==> src/rtl/tone_sequencer.sv <==
// Tone sequencer: steps through an external note table and plays each note as a square wave.
// Latency: noteAddr is registered; each table entry is latched one clock after its address appears.
// Flow control: playSound=0 aborts to IDLE; pause freezes FETCH/PLAY/GAP in place.
// Build option: define TONE_SEQ_GAP_EN to insert GAP_TICKS silent clocks after every played note.
module tone_sequencer #(
   parameter int CLK_FREQ  = 100_000_000,
   parameter int UNIT_DIV  = 4,
   parameter int PERIOD_W  = 20,
   parameter int DUR_W     = 5,
   parameter int ADDR_W    = 10,
   parameter int SONG_LEN  = 45,
   parameter int GAP_TICKS = CLK_FREQ / 100
) (
   input  logic                clock,
   input  logic                reset,
   input  logic                playSound,
   input  logic                pause,
   input  logic                loopMode,
   output logic [ADDR_W-1:0]   noteAddr,
   input  logic [PERIOD_W-1:0] notePeriod,
   input  logic [DUR_W-1:0]    noteDur,
   output logic                audioOut,
   output logic                aud_sd,
   output logic                busy,
   output logic                songDone
);

   // Clocks per duration unit; the tick counter wraps at TICKS-1.
   localparam int TICKS  = CLK_FREQ / UNIT_DIV;
   localparam int TICK_W = (TICKS > 1) ? $clog2(TICKS) : 1;
   localparam logic [TICK_W-1:0] TICK_LAST = TICK_W'(TICKS - 1);
   localparam logic [ADDR_W-1:0] ADDR_LAST = ADDR_W'(SONG_LEN - 1);

   typedef enum logic [2:0] {
      IDLE,
      FETCH,
      PLAY,
`ifdef TONE_SEQ_GAP_EN
      GAP,
`endif
      DONE
   } state_t;

   state_t              state_q, state_d;
   logic [ADDR_W-1:0]   addr_q, addr_d;
   logic [PERIOD_W-1:0] period_q, period_d;
   logic [DUR_W-1:0]    dur_q, dur_d;
   logic [TICK_W-1:0]   tick_q, tick_d;
   logic [DUR_W-1:0]    unit_q, unit_d;
   logic [PERIOD_W-1:0] tone_q, tone_d;
   logic                audio_q, audio_d;
   logic                done_q, done_d;
   logic                busy_q, busy_d;
   logic                sd_q, sd_d;
   logic                next_note;

`ifdef TONE_SEQ_GAP_EN
   localparam int GAP_W = (GAP_TICKS > 1) ? $clog2(GAP_TICKS) : 1;
   localparam logic [GAP_W-1:0] GAP_LAST = GAP_W'(GAP_TICKS - 1);
   logic [GAP_W-1:0] gap_q, gap_d;
`else
   // GAP_TICKS has no effect when the gap is compiled out.
   logic unused_gap;
   assign unused_gap = (GAP_TICKS != 0);
`endif

   // Next-state logic: per-state sequencing, shared next-note decision, then abort override.
   always_comb begin
      state_d   = state_q;
      addr_d    = addr_q;
      period_d  = period_q;
      dur_d     = dur_q;
      tick_d    = tick_q;
      unit_d    = unit_q;
      tone_d    = tone_q;
      audio_d   = audio_q;
      done_d    = 1'b0;
      next_note = 1'b0;
`ifdef TONE_SEQ_GAP_EN
      gap_d     = gap_q;
`endif

      case (state_q)
         IDLE: begin
            audio_d = 1'b0;
            if (playSound) begin
               state_d = FETCH;
               addr_d  = '0;
            end
         end
         FETCH: begin
            if (!pause) begin
               period_d = notePeriod;
               dur_d    = noteDur;
               if (noteDur != '0) begin
                  state_d = PLAY;
                  tick_d  = '0;
                  unit_d  = '0;
                  tone_d  = '0;
                  audio_d = 1'b0;
               end else begin
                  // Zero-length note: skip straight to the next address.
                  next_note = 1'b1;
               end
            end
         end
         PLAY: begin
            if (!pause) begin
               if (tick_q == TICK_LAST && unit_q == dur_q - DUR_W'(1)) begin
                  // Note end beats any tone toggle due on the same clock.
                  audio_d = 1'b0;
                  tick_d  = '0;
                  unit_d  = '0;
                  tone_d  = '0;
`ifdef TONE_SEQ_GAP_EN
                  if (GAP_TICKS > 0) begin
                     state_d = GAP;
                     gap_d   = '0;
                  end else begin
                     next_note = 1'b1;
                  end
`else
                  next_note = 1'b1;
`endif
               end else begin
                  if (tick_q == TICK_LAST) begin
                     tick_d = '0;
                     unit_d = unit_q + DUR_W'(1);
                  end else begin
                     tick_d = tick_q + TICK_W'(1);
                  end
                  if (period_q == '0) begin
                     // Rest: stay silent.
                     audio_d = 1'b0;
                     tone_d  = '0;
                  end else if (tone_q == period_q - PERIOD_W'(1)) begin
                     tone_d  = '0;
                     audio_d = ~audio_q;
                  end else begin
                     tone_d  = tone_q + PERIOD_W'(1);
                  end
               end
            end
         end
`ifdef TONE_SEQ_GAP_EN
         GAP: begin
            audio_d = 1'b0;
            if (!pause) begin
               if (gap_q == GAP_LAST) begin
                  gap_d     = '0;
                  next_note = 1'b1;
               end else begin
                  gap_d = gap_q + GAP_W'(1);
               end
            end
         end
`endif
         DONE: begin
            audio_d = 1'b0;
         end
         default: begin
            state_d = IDLE;
         end
      endcase

      // loopMode only matters here, at the last-note decision.
      if (next_note) begin
         if (addr_q != ADDR_LAST) begin
            addr_d  = addr_q + ADDR_W'(1);
            state_d = FETCH;
         end else if (loopMode) begin
            addr_d  = '0;
            state_d = FETCH;
         end else begin
            state_d = DONE;
            done_d  = 1'b1;
         end
      end

      // Dropping playSound wins over everything, including pause.
      if (!playSound) begin
         state_d  = IDLE;
         addr_d   = '0;
         period_d = '0;
         dur_d    = '0;
         tick_d   = '0;
         unit_d   = '0;
         tone_d   = '0;
         audio_d  = 1'b0;
         done_d   = 1'b0;
`ifdef TONE_SEQ_GAP_EN
         gap_d    = '0;
`endif
      end

      busy_d = (state_d != IDLE) && (state_d != DONE);
      sd_d   = (state_d != IDLE);
   end

   // State and registered outputs, with synchronous reset.
   always_ff @(posedge clock) begin
      if (reset) begin
         state_q  <= IDLE;
         addr_q   <= '0;
         period_q <= '0;
         dur_q    <= '0;
         tick_q   <= '0;
         unit_q   <= '0;
         tone_q   <= '0;
         audio_q  <= 1'b0;
         done_q   <= 1'b0;
         busy_q   <= 1'b0;
         sd_q     <= 1'b0;
`ifdef TONE_SEQ_GAP_EN
         gap_q    <= '0;
`endif
      end else begin
         state_q  <= state_d;
         addr_q   <= addr_d;
         period_q <= period_d;
         dur_q    <= dur_d;
         tick_q   <= tick_d;
         unit_q   <= unit_d;
         tone_q   <= tone_d;
         audio_q  <= audio_d;
         done_q   <= done_d;
         busy_q   <= busy_d;
         sd_q     <= sd_d;
`ifdef TONE_SEQ_GAP_EN
         gap_q    <= gap_d;
`endif
      end
   end

   assign noteAddr = addr_q;
   assign audioOut = audio_q;
   assign songDone = done_q;
   assign busy     = busy_q;
   assign aud_sd   = sd_q;

endmodule

==> config.mk <==
export PLATFORM = sky130hd
export DESIGN_NAME = tone_sequencer
export DESIGN_NICKNAME = d
export VERILOG_FILES = /design/src/rtl/tone_sequencer.sv
export SDC_FILE = /design/constraint.sdc
export NUM_CORES = 1
export LEC_CHECK = 0
export BUFFER_PORTS_ARGS = -buffer_cell sky130_fd_sc_hd__buf_4
export CAP_MARGIN = 20
export CORE_ASPECT_RATIO = 0.9
export CORE_UTILIZATION = 40
export CTS_BUF_LIST = sky130_fd_sc_hd__clkbuf_8
export CTS_CLUSTER_DIAMETER = 30
export CTS_CLUSTER_SIZE = 10
export DETAILED_ROUTE_END_ITERATION = 6
export SETUP_SLACK_MARGIN = 0.1
export SLEW_MARGIN = 25
export SYNTH_ARGS = -nofsm -noshare
export SYNTH_HDL_FRONTEND = slang
export SYNTH_SLANG_ARGS = --single-unit
==> constraint.sdc <==
create_clock -name clock -period 3.4 [get_ports clock]
set_input_delay 0.68 -clock clock [delete_from_list [all_inputs] [get_ports clock]]
set_output_delay 0.68 -clock clock [all_outputs]
set_load 0.1 [all_outputs]
Word-level counts from Yosys, hierarchy flattened
Cells that the tools add are included.

Register bits after elaboration: 92. Output and inout bits: 14.

Add/subtract/negate cells: 6. Eq/ne operators: 13. Reductions and logical operators: 16. Muxes and demuxes: 43. Bitwise gates (word level): 4.

Operator list (number): two-way mux 25 bit (5); two-way mux 20 bit (6); case mux 25 bit (2 select lines) (1); two-way mux 10 bit (4); case mux 20 bit (2 select lines) (1); adder 25 x 1 -> 25 bit (second input constant) (1); equality test 25 bit (second input constant) (1); two-way mux 5 bit (5); adder 20 x 1 -> 20 bit (second input constant) (1); equality test 20 bit (1); zero test 20 bit (1); subtractor 20 x 1 -> 20 bit (second input constant) (1); two-way mux 3 bit (4); two-way mux 1 bit (11); adder 10 x 1 -> 10 bit (second input constant) (1); != test 10 x 6 -> 1 bit (second input constant) (1); case mux 5 bit (2 select lines) (1); AND reduction 5 bit (2); case mux 3 bit (3 select lines) (1); equality test 3 x 2 -> 1 bit (second input constant) (2); != test 2 bit (second input constant) (3); nonzero test 3 bit (2); OR reduction 2 bit (3); adder 5 x 1 -> 5 bit (second input constant) (1); 17 further kinds (22).

Depth between registers and ports, before layout
Gate-level depths: netlist of run 1.

Word-level depth: 10. Depth in mapped cells: 11.

Worst setup path after synthesis of run 1
No wires, ideal clock.

Kind: input to register. Start point: in pause. End point: reg tick_q[9]. Setup slack: 0.630 ns. Cell stages on the path: 10. Arrival time: 2.653 ns. Cell sequence: clkbuf_1 > or4b_1 > buf_2 > a21o_1 > and2_0 > buf_2 > buf_2 > nor4_1 > xnor2_1 > nor2_1.

Cells in the longest elaborated chain, start to end: 2.

Ends and longest elaborated chain: start: declaration (RTL line 17) `input logic pause,`; != test 2 bit (no line); AND reduction 4 bit (no line) *; end signal: assignment (RTL line 222) `tick_q <= tick_d;`; end: declaration (RTL line 48) `logic [TICK_W-1:0] tick_q, tick_d;`.

Every way passes the cells marked *; elsewhere a longest branch is shown, timed or not. A chain may end at the register's enable or synchronous reset.

Worst setup path in the final report of run 1
Start point: reg period_q[0]. End point: reg tone_q[6].

Cells in the longest elaborated chain, start to end: 7.

Ends and longest elaborated chain: start: declaration (RTL line 46) `logic [PERIOD_W-1:0] period_q, period_d;`; start signal: assignment (RTL line 220) `period_q <= period_d;`; subtractor 20 x 1 -> 20 bit (RTL line 136) `end else if (tone_q == period_q - PERIOD_W'(1)) begin`; equality test 20 bit (RTL line 136); two-way mux 20 bit (RTL line 136); two-way mux 20 bit * (RTL line 132) `if (period_q == '0) begin`; two-way mux 20 bit * (RTL line 109) `if (tick_q == TICK_LAST && unit_q == dur_q - DUR_W'(1)) begin`; two-way mux 20 bit * (RTL line 108) `if (!pause) begin`; case mux 20 bit (2 select lines) * (RTL line 83) `case (state_q)`; end signal: assignment (RTL line 224) `tone_q <= tone_d;`; end: declaration (RTL line 50) `logic [PERIOD_W-1:0] tone_q, tone_d;`.

Every way passes the cells marked *; elsewhere a longest branch is shown, timed or not. The select of a mux whose other input is x is not followed.

==> results_dict.tcl, run 1 <==
set metrics [dict create \
    status "finished, final reports clean" \
    area_growth_pct 13.9 \
    initialDrtViolationCount 195 \
    num_io_pins 44 \
    viasPerCell 5.42 \
    final-hold-violation-count 0 \
    ys.flop_type "dfxtp_1" \
    cts.sink_count 92 \
    rrSetupSlack_ps 390 \
    rsz0062_at_grt "no" \
    ys_warn_count 0 \
    crit_family "simple AND/OR/NAND/NOR gates" \
    cts_hold_buf 0 \
    grt_pass1_wl_um 20600 \
    p_leak_nw 1.98 \
    synth-async-reset-ratio_pct 0 \
    die_h_um 108 \
    finalCritPeriodShare_pct 88.5 \
    diodes 0 \
    r2r_cells 7 \
    max_freq_mhz 332 \
    cp_slowest_cell "or4_4" \
    place.port_buffers 43 \
    grt_max_degree 39 \
    finClkSkew_ps 9.05 \
    ir_drop_mv 0.195 \
    endpoint_kind "flip-flop" \
    synth_area_sq_mm 0.00503 \
    crit_fanout 18 \
    htree_levels 3 \
    cts_resized 0 \
    min_from "dur_q[1]" \
    clk_pin_slew_ps 90 \
    drt_pass1_iterations 4 \
    switching_share_pct 23.0 \
    synth_cell_types 66 \
    drive_above_1_share_pct 12.7 \
    min_to "dur_q[1]" \
    worstSetupPathType "reg2reg" \
    slew_headroom_pct 57.7 \
    gp_congestion 0.885 \
    clk_path_buf_depth 2 \
    worstMarginPinSlew_ps 627 \
    internal_power_mw 1.56 \
    r2r_end "tone_q[6]" \
    cp_data_required_time_ps 3640 \
    rows 38 \
    ys_seq_area_share_pct 36.6 \
    comb_power_share_pct 5.7 \
    r2r_start "period_q[0]" \
    cts_setup_buffers 0 \
    timing.final.ws_setup_ps 391 \
    dp_hpwl_um 9070 \
    slew_violations 0 \
    ys_ff_latch 92 \
    worst-path-stages 7 \
    fin_nets 700 \
    grt_pass1_vias 4425 \
    min_delay_path_depth 2 \
    postSynthCellCount 629 \
    yosysTopAreaCell "dfxtp_1" \
    insertion_delay_ps 370 \
    netlist_top_cells_area "dfxtp_1 37%, xnor2_1 7.3%, xor2_1 6.6%, nor2_1 6.4%, nand2_1 6.3%" \
    p_sw_uw 468 \
    drt-total-wl_um 12100 \
    synth_fp_nets 666 \
    initial_core_util_pct 41.3 \
    hold_class "reg2reg" \
    crit_chain "or4_4, or4_1, a21o_1, a211oi_1, nand4_1, o221ai_4, nor2_1" \
    synthTopCellsByCount "92 x dfxtp_1, 86 x nor2_1, 85 x nand2_1" \
    antenna_found_initial 0 \
    postLayoutCoreUtil_pct 47.0 \
    tns_ps 0 \
    syn_avg_cell_area_sq_um 7.99 \
    vias 4484 \
    pre_cts_slack_ps 341 \
    yosysTopAreaCellShare_pct 36.6 \
    globalRouteOverflowTotal 0 \
    maxCapViolCount 0 \
    core_area_sq_mm 0.0122 \
    grt_usage_pct 19.8 \
    ant_nets 0 \
    synth_edf_count 0 \
    route.detailed.drc 0 \
    arrival_ps 3250 \
    wl_per_cell_um 14.6 \
    cts_inserted_buffers 9 \
    tritoncts "yes" \
    power.density_mw_per_mm2 355 \
    cp-start-kind "flip-flop" \
    layout_min_cycle_time_ps 3010 \
    sequentialPowerShare_pct 53.5 \
    die_w_um 120 \
    setup_viol 0 \
    fp.dieArea_sq_mm 0.0130 \
    pwr-share-clk_pct 40.7 \
    cts_root_buf "clkbuf_8" \
    critPathMaxStageDelay_ps 570 \
    worst-path-buf-inv 0 \
    synth.most_common_cell "dfxtp_1" \
]
how the worst max path moves through the flow:
stage                      from          to  slack, ps
global placement    period_q[0]  tone_q[14]        540
detailed placement  period_q[0]   tone_q[8]        340
finish              period_q[0]   tone_q[6]        390
CTS                 period_q[0]   tone_q[8]        310
global route        period_q[0]   tone_q[9]        240
floorplan                 pause   tick_q[9]        630
placed cells by master (no fill, tap or decap), types with 4 or more instances in the layout:
cell	synthesis	layout
nor4b_1	4	4
nand4_1	21	21
xor2_1	38	38
xnor2_1	42	42
and3_1	8	8
buf_4	1	52
a21o_1	8	8
inv_1	17	17
nand2_1	85	85
dfxtp_1	92	92
nor3_1	20	19
nand2b_1	6	6
a21oi_1	43	43
and4_1	4	4
ha_1	7	7
or3_1	10	10
nand3_1	24	24
or4_1	4	4
a211oi_1	6	6
nand3b_1	6	6
nor4_1	9	9
nor2_1	86	86
clkbuf_8	0	10
o21ai_0	5	5
kinds of logic after synthesis:
group | count (synthesis) | share of synthesized area [%]
and+or+nand+nor | 309 | 30.8
AOI/OAI and AO/OA | 92 | 12.6
DFF | 92 | 36.6
xor gates and xnor gates | 80 | 13.9
buffers and inverters | 46 | 3.81
adders and majority gates | 7 | 1.74
muxes | 2 | 0.398
other | 1 | 0.0746
layer usage:
| metal | vias to the layer above | routed length, um | GRT usage (%) |
|---|---|---|---|
| li1 | 2254 | - | - |
| met1 | 2138 | 5570 | 24.0 |
| met2 | 71 | 5870 | 34.1 |
| met3 | 21 | 366 | 4.01 |
| met4 | 0 | 272 | 8.21 |
| met5 | - | 0 | 0 |
worst register-to-register path, stage by stage, from the launching register on:
cell      delay (ps)
dfxtp_1          380
or4_4            570
or4_1            510
a21o_1           220
a211oi_1         320
nand4_1          250
o221ai_4         530
nor2_1           120
metrics by stage:
step / instances / area (sq um) / hold WS [ps] / power, mW
2_1_floorplan: 629 / 5030 / 448 / 1.18
3_3_place_gp: 812 / 5500 / 466 / 1.23
6_report: 828 / 5730 / 484 / 2.03
5_1_grt: 828 / 5730 / 497 / 2.11
4_1_cts: 828 / 5720 / 483 / 2.06
3_5_place_dp: 812 / 5500 / 470 / 1.23
power by group through the flow:
stage	clock network, mW	logic (mW)	registers [mW]
finish	0.827	0.117	1.09
global route	0.899	0.128	1.09
floorplan	0	0.0638	1.12
CTS	0.859	0.118	1.09
global placement	0	0.115	1.11
detailed placement	0	0.117	1.11
state kept, by name, summed over array words and instances (netlist names):
signal and flops:
tick_q 25, period_q 20, tone_q 20, noteAddr 10
dur_q 5, unit_q 5, state_q 3, aud_sd 1
audioOut 1, busy 1, songDone 1
final cells by class:
type	instances	area [sq um]
Fill cell	1252	6450
Timing Repair Buffer	52	390
Clock buffer	10	138
Inverter	17	63.8
Clock inverter	6	86.3
Multi-Input combinational cell	491	3010
Sequential cell	92	1840
Tap cell	160	200
(Power assumes the default switching activity.)
==> inputs of run 2 (changes only) <==
CORE_UTILIZATION = 37   (was 40)
PLACE_DENSITY = 0.52   (was not set)
clock period = 2.57 ns   (was 3.4 ns; I/O delays follow)
==> run 2 against run 1 <==
Compared with the run above: the run now ends with DRC left; sequential power increased by 31%; routed wire length increased by 10%; global-route usage about the same; non-clock buffer count increased by 48; flip-flop and latch count unchanged; fmax increased by 19%; cell count increased by 6.8%; count of clock-buffer cells in the layout increased by 2.
==> results_dict.tcl, run 2 (synthesis gave the netlist of run 1 again) <==
set metrics [dict create \
    drive_above_1_share_pct 26.8 \
    cts_root_buf "clkbuf_8" \
    power.total_mw 2.71 \
    largest_reg_flops 25 \
    rows 40 \
    viasPerCell 5.16 \
    fillerInstances 1331 \
    finalNonFillerCells 884 \
    antenna_found_initial 0 \
    finalCritPeriodShare_pct 98.1 \
    top_register "tick_q" \
    largestRegisters "tick_q (25), period_q (20), tone_q (20)" \
    r2r_end "audioOut" \
    grt_usage_pct 19.8 \
    setup.worst_path.end "audioOut" \
    route.detailed.drc 4 \
    maxCapViolCount 0 \
    grt_max_degree 39 \
    tritoncts "yes" \
    rrSetupSlack_ps 50 \
    cts.sink_count 92 \
    worstSetupPathType "reg2reg" \
    diodes 0 \
    pre_cts_slack_ps -28.6 \
    final_cell_mix "99 x buf_4, 85 x nand2_1, 82 x dfxtp_1" \
    seq_area_sq_mm 0.00185 \
    sequentialPowerShare_pct 52.9 \
    internal_power_mw 2.05 \
    core_area_sq_mm 0.0133 \
    crit_fanout 4 \
    slew_violations 0 \
    endpoint_kind "flip-flop" \
    r2r_cells 7 \
    globalRouteOverflowTotal 0 \
    fin_nets 748 \
    htree_levels 3 \
    cts_hold_buf 0 \
    initial_core_util_pct 37.8 \
    dp_hpwl_um 9880 \
    ir_drop_mv 0.294 \
    multi_input_area_sq_mm 0.00332 \
    cp-start-kind "flip-flop" \
    clk_path_buf_depth 2 \
    grt_pass1_wl_um 22000 \
    layout.cells.most_common "buf_4" \
    final-hold-violation-count 0 \
    setup_viol 0 \
    switching_share_pct 24.5 \
    cts_inserted_buffers 9 \
    insertion_delay_ps 390 \
    timing.final.ws_setup_ps 48.9 \
    max_freq_mhz 397 \
    hold_ws_ps 374 \
    status "complete, but fails checks" \
    rsz0062_at_grt "yes" \
    clk_pin_slew_ps 90 \
    arrival_ps 2850 \
    cp_data_required_time_ps 2890 \
    pwr-share-clk_pct 39.9 \
    drt_pass1_iterations 6 \
    wl_per_cell_um 15.1 \
    dpl.cell_count 865 \
    initialDrtViolationCount 198 \
    r2r_start "period_q[1]" \
    worstMarginPinSlew_ps 617 \
    comb_power_share_pct 7.2 \
    postLayoutCoreUtil_pct 48.3 \
    place.port_buffers 43 \
    cp-startpoint "period_q[1]" \
    fp.dieArea_sq_mm 0.0141 \
    vias 4562 \
    num_io_pins 44 \
    power.density_mw_per_mm2 421 \
    layout_min_cycle_time_ps 2520 \
    die_h_um 113 \
    p_leak_nw 2.31 \
    finClkSkew_ps 12.4 \
    ant_nets 0 \
    hold_class "in2reg" \
    violations "DRC" \
    drt-total-wl_um 13300 \
    gp_congestion 0.878 \
    area_growth_pct 28.0 \
    slew_headroom_pct 58.8 \
    grt_pass1_vias 4531 \
    die_w_um 125 \
    p_sw_uw 664 \
]
## run 2: power by group through the flow
stage,clock (mW),sequential [mW],combinational [mW]
after detailed placement,0,1.47,0.175
final,1.08,1.43,0.194
after global placement,0,1.47,0.174
after global routing,1.17,1.44,0.211
after floorplan,0,1.48,0.0884
after CTS,1.13,1.43,0.177
## run 2: repair_timing
item | CTS | global route
pin swaps | 3 | 15
setup endpoints to repair | 31 | 35
resized for setup | 7 | 64
setup buffers | 1 | 2
## run 2: metrics by stage
stage	TNS [ps]	area (sq um)
6_report	0	6440
5_1_grt	-18.7	6440
4_1_cts	0	6160
3_5_place_dp	-28.6	5910
3_3_place_gp	0	5910
2_1_floorplan	0	5100
## run 2: final cells by class
| type | instances | share of cell area [%] |
|---|---|---|
| Clock buffer | 12 | 2.57 |
| Clock inverter | 4 | 0.875 |
| Inverter | 17 | 0.991 |
| Multi-Input combinational cell | 491 | 51.6 |
| Sequential cell | 92 | 28.8 |
| Tap cell | 168 | 3.27 |
| Timing Repair Buffer | 100 | 11.9 |
## run 2: worst min-delay path by stage
| stage | to | slack [ps] | startpoint | cells past startpoint |
|---|---|---|---|---|
| after floorplan | dur_q[4] | 450 | dur_q[4] | 2 |
| after global placement | dur_q[4] | 470 | dur_q[4] | 2 |
| after detailed placement | dur_q[4] | 470 | dur_q[4] | 2 |
| after CTS | period_q[18] | 340 | notePeriod[18] | 3 |
| after global routing | period_q[18] | 340 | notePeriod[18] | 3 |
| final | period_q[18] | 370 | notePeriod[18] | 3 |
## run 2: per-layer routing
| metal | wire, um | global-route usage (%) |
|---|---|---|
| met2 | 6370 | 33.9 |
| met1 | 6220 | 24.5 |
| met5 | 0 | 0 |
| met4 | 209 | 5.85 |
| met3 | 513 | 5.29 |
## run 2: worst max-delay path: stages, from the launching register on
cell,delay [ps]
dfxtp_2,340
or4_4,530
or4_4,420
a21o_1,200
a211oi_2,280
o21ai_2,110
or4b_1,500
nand3_1,80
==> inputs of run 3 (changes only) <==
CORE_UTILIZATION = 30   (was 37)
PLACE_DENSITY = 0.43   (was 0.52)
==> run 3 against run 2 <==
Compared with the run above: critical path type unchanged; count of clock-buffer cells in the layout is 3 lower; non-clock buffer count is 18 higher; core utilization is 7.9 points lower; via count is 1.9% higher; the run ends with setup timing left; critical path depth stayed put; register-to-register slack worse by 60 ps; clock power is 28% higher; total power is 11% higher.
==> results_dict.tcl, run 3 (synthesis gave the netlist of run 1 again) <==
set metrics [dict create \
    grt_usage_pct 16.7 \
    die_w_um 138 \
    fin_nets 767 \
    diodes 0 \
    grt_max_degree 39 \
    tns_ps -15.5 \
    clk_path_buf_depth 2 \
    r2r_end "audioOut" \
    worstSetupPathType "reg2reg" \
    clk_pin_slew_ps 90 \
    arrival_ps 2910 \
    largestRegisters "tick_q (25), period_q (20), tone_q (20)" \
    status "complete, but fails checks" \
    final_cell_mix "113 x buf_4, 85 x nor2_1, 85 x nand2_1" \
    die_h_um 125 \
    r2r_cells 7 \
    cp-start-kind "flip-flop" \
    drive_above_1_share_pct 24.9 \
    postLayoutCoreUtil_pct 40.4 \
    core_area_sq_mm 0.0162 \
    route.detailed.drc 0 \
    cp_data_required_time_ps 2890 \
    htree_levels 3 \
    hold_class "in2reg" \
    top_register "tick_q" \
    ir_drop_mv 0.232 \
    setup_viol 1 \
    grt_pass1_wl_um 22900 \
    ant_nets 0 \
    maxCapViolCount 0 \
    dp_hpwl_um 10500 \
    min_delay_path_depth 3 \
    wl_per_cell_um 14.8 \
    max_freq_mhz 387 \
    grt_pass1_vias 4650 \
    rsz0062_at_grt "yes" \
    crit_fanout 5 \
    num_io_pins 44 \
    fillerInstances 1650 \
    min_to "period_q[1]" \
    slew_headroom_pct 63.4 \
    vias 4650 \
    layout_min_cycle_time_ps 2590 \
    drt-total-wl_um 13900 \
    final-hold-violation-count 0 \
    tritoncts "yes" \
    timing.final.ws_setup_ps -15.5 \
    rows 44 \
    r2r_start "period_q[1]" \
    cts_inserted_buffers 9 \
    place.port_buffers 43 \
    power.density_mw_per_mm2 458 \
    cts_root_buf "clkbuf_8" \
    cts.sink_count 92 \
    finClkSkew_ps 8.03 \
    p_leak_nw 2.44 \
    finalCritPeriodShare_pct 101 \
    globalRouteOverflowTotal 0 \
    drt_pass1_iterations 4 \
    slew_violations 0 \
    endpoint_kind "flip-flop" \
    initial_core_util_pct 31.0 \
    layout.cells.most_common "buf_4" \
    area_growth_pct 30.5 \
    violations "setup timing" \
    antenna_found_initial 0 \
    largest_reg_flops 25 \
    insertion_delay_ps 380 \
    viasPerCell 4.94 \
    rrSetupSlack_ps -20 \
    gp_congestion 0.852 \
    power.total_mw 3.01 \
    min_from "notePeriod[1]" \
    worstMarginPinSlew_ps 543 \
    fp.dieArea_sq_mm 0.0173 \
    initialDrtViolationCount 201 \
]
run 3: cell count changes in the layout (fill, tap and decap cells not counted), moves of 3 or more:
cell       delta
clkbuf_8      -3
nor2_4       -12
buf_4        +14
nor2_2        -7
nor2_1       +19
buf_6         +4
clkinv_4      -3
bufinv_16     +4
run 3: routing by layer:
layer	vias up	global-route usage [%]	share of wire [%]
li1	2390	-	-
met1	2210	20.6	47
met2	38	28.9	49
met3	12	3.15	2.2
met4	0	5.82	1.3
met5	-	0	0
run 3: report_power, final:
group	total (mW)	internal (mW)	switching (mW)
clock network	1.38	0.840	0.541
logic	0.192	0.0846	0.107
registers	1.43	1.43	0.00461
total	3.01	2.35	0.653
run 3: final cells by class:
type                       count  area (sq um)  area share [%]
timing repair buffer         118           913            13.9
inverter                      17          63.8           0.973
clock buffer                   9           124            1.89
sequential                    92          1860            28.3
tap                          207           259            3.95
multi-input combinational    492          3180            48.5
clock inverter                 7           163            2.48
run 3: how the worst max path moves through the flow:
stage,startpoint,slack [ps],to,cells past startpoint
3_5_place_dp,period_q[0],-40,audioOut,7
4_1_cts,period_q[1],-20,audioOut,7
3_3_place_gp,period_q[1],-40,audioOut,7
5_1_grt,period_q[1],-100,audioOut,7
6_report,period_q[1],-20,audioOut,7
2_1_floorplan,period_q[2],70,audioOut,8
run 3: timing repair:
item / CTS / global route
hold buffers: 0 / 0
gates cloned: 0 / 1
pin swaps: 7 / 12
setup endpoints to repair: 33 / 39
buffers inserted: 1 / 5
gates resized for setup: 12 / 24
run 3: worst max-delay path, cell delays in order, from the launching register on:
cell,delay (ps)
dfxtp_4,370
or4_4,510
or4_1,540
a21o_1,220
a211oi_2,260
o21ai_2,100
or4b_1,460
nand3_1,80
run 3: stage by stage:
| step | std cells | setup WS [ps] | hold slack (ps) | instance area, sq um |
|---|---|---|---|---|
| 2_1_floorplan | 629 | 73.3 | 448 | 5100 |
| 3_3_place_gp | 919 | -39.8 | 476 | 6070 |
| 3_5_place_dp | 919 | -42.8 | 483 | 6070 |
| 4_1_cts | 936 | -15.8 | 351 | 6410 |
| 5_1_grt | 942 | -96.2 | 357 | 6560 |
| 6_report | 942 | -15.5 | 369 | 6560 |
